$ cat config.mk
export PLATFORM = sky130hd
export DESIGN_NAME = csi_rx_packet_sequencer
export DESIGN_NICKNAME = d
export VERILOG_FILES = /design/src/rtl/csi_rx_packet_sequencer.sv
export SDC_FILE = /design/constraint.sdc
export NUM_CORES = 1
export LEC_CHECK = 0
export CAP_MARGIN = 5
export CELL_PAD_IN_SITES_DETAIL_PLACEMENT = 1
export CELL_PAD_IN_SITES_GLOBAL_PLACEMENT = 1
export CORE_MARGIN = 2
export CORE_UTILIZATION = 46
export DETAILED_ROUTE_END_ITERATION = 16
export DONT_BUFFER_PORTS = 1
export GPL_ROUTABILITY_DRIVEN = 0
export GPL_TIMING_DRIVEN = 0
export PLACE_DENSITY_LB_ADDON = 0.3
export SLEW_MARGIN = 20
export SYNTH_ARGS = -nofsm -noshare
export SYNTH_HDL_FRONTEND = slang
export SYNTH_SLANG_ARGS = --single-unit
$ cat constraint.sdc
create_clock -name clock -period 3.3 [get_ports clock]
set_input_delay 0.33 -clock clock [delete_from_list [all_inputs] [get_ports clock]]
set_output_delay 0.33 -clock clock [all_outputs]
set_load 0.03 [all_outputs]
$ cat src/rtl/csi_rx_packet_sequencer.sv
`default_nettype none
// ============================================================================
// Module      : csi_rx_packet_sequencer
// Description : CSI-2 packet-level controller after the D-PHY word combiner.
//               Arms sync detection, parses packet headers, emits short-packet
//               sync events and a byte-qualified payload stream, and ends
//               each packet with a packet_done pulse to the combiner.
//               Optional header ECC check: define CSI_RX_ECC_CHECK_EN.
// Revision    : 1.0 - initial release
// ============================================================================
module csi_rx_packet_sequencer #(
    parameter logic [15:0] MAX_WC = 16'hFFFF
) (
    input  logic        clock,
    input  logic        reset,
    input  logic        enable,
    input  logic [31:0] word_in,
    input  logic        word_enable,
    input  logic        word_frame,
    output logic        wait_for_sync,
    output logic        packet_done,
    output logic [1:0]  vc,
    output logic [5:0]  dt,
    output logic [15:0] wc,
    output logic        frame_start,
    output logic        frame_end,
    output logic        line_start,
    output logic        line_end,
    output logic [31:0] payload_data,
    output logic [3:0]  payload_keep,
    output logic        payload_valid,
    output logic        payload_last,
    output logic        pkt_error
);

    typedef enum logic [1:0] {
        S_IDLE    = 2'd0,
        S_HEADER  = 2'd1,
        S_PAYLOAD = 2'd2,
        S_DRAIN   = 2'd3
    } state_t;

    state_t      state;
    logic        frame_prev;
    logic [17:0] total_words;
    logic [17:0] data_words;
    logic [17:0] word_index;

    // Header fields decoded straight from the incoming word
    logic [17:0] hdr_wc;
    logic        hdr_long;
    logic        hdr_reject;
    logic [3:0]  keep_next;
    logic [19:0] byte_base;
    logic [19:0] wc_ext;

    assign hdr_wc    = {2'b00, word_in[23:8]};
    assign hdr_long  = (word_in[5:4] != 2'b00);
    assign byte_base = {word_index, 2'b00};
    assign wc_ext    = {4'b0000, wc};

`ifdef CSI_RX_ECC_CHECK_EN
    // Hamming parity over the 24 header data bits; one mask per ECC bit
    logic [5:0] ecc_calc;
    logic       unused_bits;
    assign ecc_calc[0] = ^(word_in[23:0] & 24'hF12CB7);
    assign ecc_calc[1] = ^(word_in[23:0] & 24'hF2555B);
    assign ecc_calc[2] = ^(word_in[23:0] & 24'h749A6D);
    assign ecc_calc[3] = ^(word_in[23:0] & 24'hB8E38E);
    assign ecc_calc[4] = ^(word_in[23:0] & 24'hDF03F0);
    assign ecc_calc[5] = ^(word_in[23:0] & 24'hEFFC00);
    assign unused_bits = ^word_in[31:30];
    assign hdr_reject  = (ecc_calc != word_in[29:24]) ||
                         (hdr_long && (hdr_wc > {2'b00, MAX_WC}));
`else
    logic unused_bits;
    assign unused_bits = ^word_in[31:24];
    assign hdr_reject  = hdr_long && (hdr_wc > {2'b00, MAX_WC});
`endif

    // A byte of the current word is valid while its absolute byte offset is below wc
    for (genvar b = 0; b < 4; b++) begin : g_keep
        assign keep_next[b] = ((byte_base + 20'(b)) < wc_ext);
    end

    // Packet state machine with all outputs registered
    always_ff @(posedge clock) begin
        if (reset) begin
            state         <= S_IDLE;
            frame_prev    <= 1'b0;
            total_words   <= '0;
            data_words    <= '0;
            word_index    <= '0;
            wait_for_sync <= 1'b1;
            packet_done   <= 1'b0;
            vc            <= '0;
            dt            <= '0;
            wc            <= '0;
            frame_start   <= 1'b0;
            frame_end     <= 1'b0;
            line_start    <= 1'b0;
            line_end      <= 1'b0;
            payload_data  <= '0;
            payload_keep  <= '0;
            payload_valid <= 1'b0;
            payload_last  <= 1'b0;
            pkt_error     <= 1'b0;
        end else begin
            // Pulses are single-cycle; a stalled cycle never re-issues one
            packet_done   <= 1'b0;
            frame_start   <= 1'b0;
            frame_end     <= 1'b0;
            line_start    <= 1'b0;
            line_end      <= 1'b0;
            payload_valid <= 1'b0;
            payload_last  <= 1'b0;
            pkt_error     <= 1'b0;
            if (enable) begin
                frame_prev <= word_frame;
                case (state)
                    S_IDLE: begin
                        if (word_frame && !frame_prev) begin
                            state         <= S_HEADER;
                            wait_for_sync <= 1'b0;
                        end
                    end
                    S_HEADER: begin
                        if (!word_frame) begin
                            pkt_error     <= 1'b1;
                            wait_for_sync <= 1'b1;
                            state         <= S_IDLE;
                        end else if (word_enable) begin
                            dt <= word_in[5:0];
                            vc <= word_in[7:6];
                            wc <= word_in[23:8];
                            if (hdr_reject) begin
                                pkt_error   <= 1'b1;
                                packet_done <= 1'b1;
                                state       <= S_DRAIN;
                            end else if (!hdr_long) begin
                                frame_start <= (word_in[5:0] == 6'h00);
                                frame_end   <= (word_in[5:0] == 6'h01);
                                line_start  <= (word_in[5:0] == 6'h02);
                                line_end    <= (word_in[5:0] == 6'h03);
                                packet_done <= 1'b1;
                                state       <= S_DRAIN;
                            end else begin
                                data_words  <= (hdr_wc + 18'd3) >> 2;
                                total_words <= (hdr_wc + 18'd5) >> 2;
                                word_index  <= '0;
                                state       <= S_PAYLOAD;
                            end
                        end
                    end
                    S_PAYLOAD: begin
                        if (!word_frame) begin
                            pkt_error     <= 1'b1;
                            wait_for_sync <= 1'b1;
                            state         <= S_IDLE;
                        end else if (word_enable) begin
                            if (word_index < data_words) begin
                                payload_valid <= 1'b1;
                                payload_data  <= word_in;
                                payload_keep  <= keep_next;
                                payload_last  <= (word_index == data_words - 18'd1);
                            end
                            if (word_index == total_words - 18'd1) begin
                                packet_done <= 1'b1;
                                state       <= S_DRAIN;
                            end
                            word_index <= word_index + 18'd1;
                        end
                    end
                    S_DRAIN: begin
                        if (!word_frame) begin
                            wait_for_sync <= 1'b1;
                            state         <= S_IDLE;
                        end
                    end
                    default: state <= S_IDLE;
                endcase
            end
        end
    end

endmodule
`default_nettype wire

* Word-level counts from Yosys, hierarchy flattened
Cells that the tools add are included.
** Storage, ports and cells
- Bits in latches :: 0
- Memories :: 0
- Logic and storage cells :: 112
- Flip-flop bits (word level) :: 122
- Output and inout bits :: 69
- Bits of input ports :: 37
- Memory bits (writable) :: 0
- Bits in read-only memories :: 0
** Operators by class
- Shifts and indexed selects :: 0
- Div/mod/pow operators :: 0
- $add $sub $neg :: 8
- Reduce and logical (&&, ||, !) cells :: 18
- Mux-type cells :: 34
- Order comparisons :: 6
- $mul :: 0
- Bitwise operators :: 7
- Equal/unequal tests :: 20
** Operator list (count)
- $mux W18 :: 6
- $lt A20 B16 Y1 :: 4
- $add A20 B2 Y20 const B :: 2
- $eq A18 B18 Y1 :: 2
- $pmux W18 S2 :: 1
- $sub A16 B1 Y17 const B :: 2
- $add A20 B1 Y20 const B :: 1
- $add A18 B1 Y18 const B :: 1
- $lt A18 B16 Y1 :: 1
- $ne A2 B2 Y1 const B :: 9
- $add A16 B2 Y17 const B :: 1
- $add A16 B3 Y17 const B :: 1
- $gt A16 B16 Y1 const B :: 1
- $mux W1 :: 16
- $mux W2 :: 7
- $eq A6 B2 Y1 const B :: 2
- $reduce_and A6 Y1 :: 2
- $ne A3 B3 Y1 const B :: 3
- $pmux W2 S4 :: 1
- $reduce_and A8 Y1 :: 1
- $not A1 Y1 :: 7
- $reduce_or A7 Y1 :: 1
- $eq A6 B1 Y1 const B :: 1
- $logic_not A6 Y1 :: 1
- 14 further kinds :: 19

* Longest topological paths before layout
- Depth in word-level cells :: 6
- Depth in mapped cells :: 12
- Gate-level depth less buffers :: 9

* Worst setup path before layout
Ideal clock, no wire load.
- Path type :: register to register
- Start :: register total_words[0]
- End :: register packet_done
- Data required time :: 3.184 ns
- Clock period less this slack :: 2.648 ns
- Library setup time :: 0.116 ns
- Cell stages (with the launch flop) :: 8
- Data arrival time :: 2.531 ns
- Path buffers :: 0
- Path slack :: 0.652 ns
- Path through :: dfxtp_1 > or4_4 > nor4b_4 > mux2_1 > and3_1 > or3_1 > a41o_1 > and4_1
** Between the ends
- Longest elaborated chain between the ends :: 6
** Ends and longest elaborated chain
- start: declaration :: RTL line 45 : logic [17:0] total_words;
- start signal: assignment :: RTL line 149 : total_words <= (hdr_wc + 18'd5) >> 2;
- $sub A16 B1 Y17 :: RTL line 167 : if (word_index == total_words - 18'd1) begin
- $eq A18 B18 Y1 :: RTL line 167
- $mux W1 :: RTL line 167
- $mux W1 :: RTL line 160 : end else if (word_enable) begin
- $mux W1 :: RTL line 156 : if (!word_frame) begin
- $pmux W1 S2 :: RTL line 120 : case (state)
- end signal: assignment :: RTL line 138 : packet_done <= 1'b1;
- end signal: assignment :: RTL line 145 : packet_done <= 1'b1;
- end signal: assignment :: RTL line 168 : packet_done <= 1'b1;
- end: declaration :: RTL line 21 : output logic packet_done,
No other way between the ends.
A chain may end at the register's enable or synchronous reset.

* Worst setup path in the final report
- Start :: register data_words[8]
- End :: register payload_data[16]
** Between the ends
- Longest elaborated chain between the ends :: 2
** Ends and longest elaborated chain
- start: declaration :: RTL line 46 : logic [17:0] data_words;
- start signal: assignment :: RTL line 148 : data_words <= (hdr_wc + 18'd3) >> 2;
- $lt A18 B16 Y1 :: RTL line 161 : if (word_index < data_words) begin
- $reduce_and A5 Y1 (no source line)
- end signal: assignment :: RTL line 163 : payload_data <= word_in;
- end: declaration :: RTL line 29 : output logic [31:0] payload_data,
No other way between the ends.

==> results_dict.tcl <==
set metrics [dict create \
    rows 44 \
    hold_violations 0 \
    grt_pass1_wl_um 37500 \
    leakage_nw 2.72 \
    h-tree-depth 4 \
    syn_area_per_cell_um2 7.76 \
    grt_use_met1_pct 38.4 \
    worstSkewPairLatency_ps 430 \
    slew_headroom_pct 42.8 \
    path_max_fanout 10 \
    synth_common_cells "120 x dfxtp_1, 90 x nand2_1, 89 x a21oi_1, 73 x nor2_1, 60 x o21ai_0" \
    ant_nets 0 \
    setup_viol 0 \
    clk_pin_slew_ps 60 \
    dp_hpwl_um 17200 \
    crit_required_ps 3660 \
    routed_wl_um 23500 \
    whs_path_depth 2 \
    gr-usage-met3_pct 7.54 \
    rr_worst_depth 11 \
    fmax_mhz 327 \
    synth_ff_type "dfxtp_1" \
    cts-root-buf "clkbuf_16" \
    synth_area_leader_cell "dfxtp_1" \
    io_buffers 0 \
    grt_max_degree 17 \
    fp.dieW_um 127 \
    initial_core_util_pct 47.6 \
    drtIter0Drc 339 \
    syn_inst 897 \
    fin_skew_ps 8.69 \
    antenna_found_initial 0 \
    clk_path_buf_depth 2 \
    min_to "frame_end$_SDFF_PP0_" \
    dieHeight_um 127 \
    numClockSinks 120 \
    drc 0 \
    start_kind "flip-flop" \
    syn-cell-area_um2 6960 \
    synth_top_cell_area_share_pct 34.5 \
    reg2reg_to "payload_data[16]$_SDFFE_PP0P_" \
    diodes 0 \
    outcome "finished clean" \
    fp.coreArea_um2 14600 \
    ys_seq_area_share_pct 34.5 \
    yosysUniqueCellTypes 70 \
    worstPathArrival_ps 3420 \
    ys_warn_count 0 \
    timing.rr.start "data_words[8]$_SDFFE_PP0P_" \
    worst_slew_pin_slew_ps 853 \
    final_nets 993 \
    tns_ps 0 \
    fillers 1832 \
    cap_viol_max_count 0 \
    cts_tree "built" \
    vias 6638 \
    min_period_over_period_pct 92.7 \
    hold_class "input pin to flip-flop" \
    power_w 0.00367 \
    area_delta_synth_final_pct 11.6 \
    synth_area_leaders "dfxtp_1 34%, ha_1 6.8%, a21oi_1 6.4%" \
    crit_type "flip-flop to flip-flop" \
    power_density_nw_per_um2 472 \
    grt_util_all_layers_pct 29.8 \
    critPathCaptureType "flip-flop" \
    first_pass_iters 5 \
    final_layout_size_suffix_gt1_share_pct 5.91 \
    ys_ff_latch 120 \
    fin_hold_ws_ps 25.6 \
    yosysMostFrequentCell "dfxtp_1" \
    use_met2_pct 47.9 \
    io_pins 106 \
    detail_route.wl_per_cell_um 21.1 \
    busiest_layer "met2" \
    r2r_slack_ps 240 \
    avgViaCountPerCell 5.96 \
    grt_pass1_vias 6843 \
    dieArea_um2 16100 \
    synthArstFlopShare_pct 0 \
    layout_min_cycle_time_ps 3060 \
    overflow 0 \
    drv_slew 0 \
    syn_nets 972 \
    worstHoldStart "word_in[0]" \
    rsz0062_at_grt "no" \
    numCtsBuffers 17 \
    vdd_drop_max_v 0.000368 \
    synth_edf_count 0 \
]
==> registers in the layout, summed over array words and instances, names as in the netlist <==
signal and count:
state 2, frame_start 1, payload_valid 1, total_words 15
dt 6, payload_keep 4, word_index 18, frame_prev 1
line_end 1, pkt_error 1, line_start 1, wc 16
packet_done 1, frame_end 1, data_words 15, payload_data 32
vc 2, wait_for_sync 1, payload_last 1
==> how the worst max path moves through the flow <==
stage                                     start  cells after the start                            end
CTS                  data_words[8]$_SDFFE_PP0P_                     11   payload_data[5]$_SDFFE_PP0P_
global placement    total_words[0]$_SDFFE_PP0P_                      7         packet_done$_SDFF_PP0_
detailed placement  data_words[10]$_SDFFE_PP0P_                     11  payload_data[28]$_SDFFE_PP0P_
finish               data_words[8]$_SDFFE_PP0P_                     11  payload_data[16]$_SDFFE_PP0P_
global route         data_words[8]$_SDFFE_PP0P_                     11   payload_data[5]$_SDFFE_PP0P_
floorplan           total_words[0]$_SDFFE_PP0P_                      7         packet_done$_SDFF_PP0_
==> what timing repair did <==
item,4_1_cts,5_1_grt
setup endpoints to repair,0,3
resized for setup,0,1
endpoints found under the hold margin,3,0
hold buffers,2,0
setup buffers,0,0
==> area by class of cell <==
cell class / instances / area (um^2) / area share, %
multi-input cells: 666 / 4140 / 53.2
repair buffers: 2 / 20.0 / 0.257
well taps: 184 / 230 / 2.96
inverters: 46 / 173 / 2.22
clock buffers: 20 / 457 / 5.87
flip-flops and latches: 120 / 2400 / 30.9
plain buffers: 65 / 254 / 3.27
clock inverters: 11 / 100 / 1.29
==> cell families (layout without fill, tap and decap cells) <==
kind of cell	after synthesis	after routing	synth area share, %
XOR/XNOR	67	67	8.43
buffers and inverters	111	144	6.13
AND/OR/NAND/NOR	338	338	24.7
AO/OA/AOI/OAI	220	220	19.0
adder cells (fa/ha/maj)	38	38	6.83
multiplexers	3	3	0.449
flip-flops	120	120	34.5
==> cells in the final DEF (no fill, tap or decap), types with 3 or more instances in the layout <==
cell type and instances:
nor3_1 22, nand2b_1 3, nor4_1 6, buf_1 3, o31ai_1 4, and3_1 21
xnor2_1 40, nand4_1 12, nor2b_1 9, xor2_1 27, clkbuf_1 57, a311oi_1 3
dfxtp_1 120, clkbuf_16 17, nor3b_1 3, o21ai_0 60, nand3_1 56, a31oi_1 3
or3_1 13, a211oi_1 25, or4_1 3, ha_1 38, o211ai_1 6, nand2_1 90
buf_2 4, clkinv_2 3, and2_1 4, a21oi_1 88, clkinvlp_4 5, o21a_1 3
nor2_1 73, inv_1 46
==> power breakdown <==
| part | internal [W] | leakage (nW) | switching [W] | total (W) |
|---|---|---|---|---|
| Clock | 0.00107 | 0.260 | 0.000710 | 0.00178 |
| Sequential | 0.00147 | 0.968 | 0.0000335 | 0.00150 |
| Combinational | 0.000132 | 1.50 | 0.000266 | 0.000398 |
| Total | 0.00266 | 2.72 | 0.00101 | 0.00367 |
==> stage by stage <==
| step | setup WS [ps] | cell area (um^2) | std cells | utilization (%) |
|---|---|---|---|---|
| 2_1_floorplan | 652 | 6960 | 897 | - |
| 3_3_place_gp | 353 | 7190 | 1081 | 49.1 |
| 3_5_place_dp | 316 | 7190 | 1081 | 49.1 |
| 4_1_cts | 270 | 7770 | 1114 | 53.1 |
| 5_1_grt | 16.8 | 7770 | 1114 | 53.1 |
| 6_report | 243 | 7770 | 1114 | 53.1 |
==> per-layer routing <==
metal / up-vias / part of all wire (%)
li1: 3180 / -
met1: 3233 / 44
met2: 177 / 46
met3: 48 / 6.2
met4: 0 / 3.4
met5: - / 0
==> critical path, stage by stage, from the launching register on <==
cell and delay [ps]:
dfxtp_1 580, inv_1 110, ha_1 320, nand4_1 100, nor2_1 170, o21ai_0 130, and3b_1 210, a21oi_1 210
clkbuf_1 450, clkbuf_1 410, o21ai_0 160, a21oi_1 150
No activity file was read; power rests on OpenSTA's default activity.
==> RTL edit (config.mk and constraints unchanged) <==
Put one more register stage on the output `pkt_error`, with the module's reset. The value now appears one clock later. The other outputs are not delayed to match.
--- a/src/rtl/csi_rx_packet_sequencer.sv
+++ b/src/rtl/csi_rx_packet_sequencer.sv
@@ -39,6 +39,8 @@
         S_PAYLOAD = 2'd2,
         S_DRAIN   = 2'd3
     } state_t;
+
+    logic pkt_error_s0;
 
     state_t      state;
     logic        frame_prev;
@@ -104,7 +106,7 @@
             payload_keep  <= '0;
             payload_valid <= 1'b0;
             payload_last  <= 1'b0;
-            pkt_error     <= 1'b0;
+            pkt_error_s0  <= 1'b0;
         end else begin
             // Pulses are single-cycle; a stalled cycle never re-issues one
             packet_done   <= 1'b0;
@@ -114,7 +116,7 @@
             line_end      <= 1'b0;
             payload_valid <= 1'b0;
             payload_last  <= 1'b0;
-            pkt_error     <= 1'b0;
+            pkt_error_s0  <= 1'b0;
             if (enable) begin
                 frame_prev <= word_frame;
                 case (state)
@@ -126,7 +128,7 @@
                     end
                     S_HEADER: begin
                         if (!word_frame) begin
-                            pkt_error     <= 1'b1;
+                            pkt_error_s0  <= 1'b1;
                             wait_for_sync <= 1'b1;
                             state         <= S_IDLE;
                         end else if (word_enable) begin
@@ -134,7 +136,7 @@
                             vc <= word_in[7:6];
                             wc <= word_in[23:8];
                             if (hdr_reject) begin
-                                pkt_error   <= 1'b1;
+                                pkt_error_s0 <= 1'b1;
                                 packet_done <= 1'b1;
                                 state       <= S_DRAIN;
                             end else if (!hdr_long) begin
@@ -154,7 +156,7 @@
                     end
                     S_PAYLOAD: begin
                         if (!word_frame) begin
-                            pkt_error     <= 1'b1;
+                            pkt_error_s0  <= 1'b1;
                             wait_for_sync <= 1'b1;
                             state         <= S_IDLE;
                         end else if (word_enable) begin
@@ -183,6 +185,14 @@
         end
     end
 
+    always_ff @(posedge clock) begin
+        if (reset) begin
+            pkt_error <= '0;
+        end else begin
+            pkt_error <= pkt_error_s0;
+        end
+    end
+
 endmodule
 `default_nettype wire
 
Behaviour: not the same (a bounded check fails within 4 cycles, from zero or initial values and one cycle with reset high).
==> RTL edit against the original RTL <==
Routed wire length up 2.8%. Largest power group unchanged. Final cell count decreased by 1.8%. Largest cell class unchanged. Sequential cell count is 1 higher. Critical endpoint is now payload_data[14]. Power up 6.1%. Area after synthesis down 0.29%. Clock skew rose by 0.0035 ns. Cell area increased by 0.80%. First-iteration DRC count rose by 35%. Non-clock buffer count is the same. Utilization is 0.43 points higher. Worst setup slack lost 0.059 ns. Clock power rose by 12%. Highest routed layer unchanged. Maximum frequency decreased by 1.9%.
==> RTL edit: results (changes against the original RTL) <==
[metrics] post-layout net count: 972 (-2.1%)
[metrics] via count of the first global-routing pass: 7199 (+5.2%)
[metrics] Multi-input comb cells: 645 (-3.2%)
[metrics] final routed DRC violation total: 0 (unchanged)
[metrics] share of cells above drive strength 1: 5.71% (-0.20 points)
[metrics] final setup skew: 0.0122 ns (+0.00355 ns)
[metrics] kind of cell with the highest combined delay on the critical path: compound AO/OA/AOI/OAI gates
[metrics] first-pass GRT wire length: 38.3 mm (+2.0%)
[metrics] area used by multi-input combinational logic: 0.00412 mm² (-0.51%)
[metrics] routed wire length: 24.2 mm (+2.8%)
[metrics] average cell area after synthesis: 7.93 µm² (+2.1%)
[metrics] source of the worst register-to-register timing path: word_index[1]
[metrics] capture instance of the worst register-to-register path: payload_data[14]
[metrics] multiplexer fraction of the synthesized cell area: 0.865% (+0.42 points)
[metrics] register-to-register setup slack: 0.18 ns (-0.06 ns)
[metrics] sequential cell fraction of total power: 38.8% (-2.0 points)
[metrics] post-synthesis net count: 951 (-2.2%)
[metrics] status: completed
[metrics] synthesized-area fraction occupied by xor and xnor cells: 9.46% (+1.0 points)
[metrics] slew at the pin closest to its max-slew limit: 1.10 ns (+0.247 ns)
[metrics] total placed cells including tap cells: 1060 (-1.9%)
[metrics] biggest area contributors in the synthesized netlist: sky130_fd_sc_hd__dfxtp_1, sky130_fd_sc_hd__ha_1, sky130_fd_sc_hd__xnor2_1
[metrics] Worst Min Path Start: word_in[10]
[metrics] Sinks on Clock Net: 121 (+0.83%)
[metrics] largest vdd supply drop: 386 µV (+5.0%)
[metrics] number of inserted filler cells in the final layout: 1754 (-4.3%)
[metrics] invs w/o clock: 45 (-2.2%)
[metrics] proportion of cell area spent on the clock network: 7.90% (+0.74 points)
[metrics] Detailed Route Iter0 Violations: 458 (+35%)
[metrics] non-clock buffer share of cell area: 3.56% (+0.036 points)
[metrics] leakage power: 2.76 nW (+1.3%)
[metrics] GRT Overall Usage: 30.5% (+0.69 points)
[metrics] Worst Hold Endpoint: wc[2]
[metrics] sequential fraction of the synthesis area: 34.9% (+0.39 points)
[metrics] Clock buffer cells: 18 (-10%)
[metrics] register area: 0.00242 mm² (+0.83%)
[metrics] placed wire-length estimate after detailed placement: 18.1 mm (+4.8%)
[metrics] via density per instance: 6.08 (+2.0%)
[metrics] number of cells upsized or downsized after cts: 2 (+2)
[metrics] Crit path arrival time: 3.47 ns (+0.05 ns)
[metrics] fraction of the mapped netlist area in adder cells: 6.85% (+0.020 points)
[metrics] FFs w/ async S/R, synth: 0% (unchanged)
[metrics] most frequent cells after synthesis: sky130_fd_sc_hd__dfxtp_1, sky130_fd_sc_hd__nand2_1, sky130_fd_sc_hd__nor2_1
[metrics] cell depth of the worst flop-to-flop path: 10 (-1)
[metrics] distinct cell type count of the synthesized netlist: 67 (-4.3%)
[RTL edit: worst max path at each step]
stage | from | endpoint | slack (ns) | cells past startpoint
after floorplan | word_index[1] | payload_keep[2] | 0.85 | 10
after global placement | word_index[1] | payload_keep[2] | 0.13 | 10
after detailed placement | word_index[1] | payload_keep[2] | -0.19 | 10
after CTS | word_index[1] | payload_data[14] | 0.02 | 10
after global routing | word_index[1] | payload_data[14] | 0.02 | 10
final | word_index[1] | payload_data[14] | 0.18 | 10
[RTL edit: per-layer routing]
metal  GRT usage, %  up-vias  part of all wire [%]
met2           52.8      216                    49
met5              0        -                     0
met4           14.5        0                   4.0
li1               -     3102                     -
met3           9.03       62                   7.3
met1           34.4     3270                    40
[RTL edit: stage by stage]
stage / setup WS, ns / power, mW / instance area [µm²]
finish: 0.183 / 3.90 / 7840
global route: 0.0174 / 4.02 / 7840
CTS: 0.0249 / 3.90 / 7840
detailed placement: -0.193 / 1.93 / 7190
global placement: 0.132 / 1.90 / 7170
floorplan: 0.849 / 1.81 / 6940
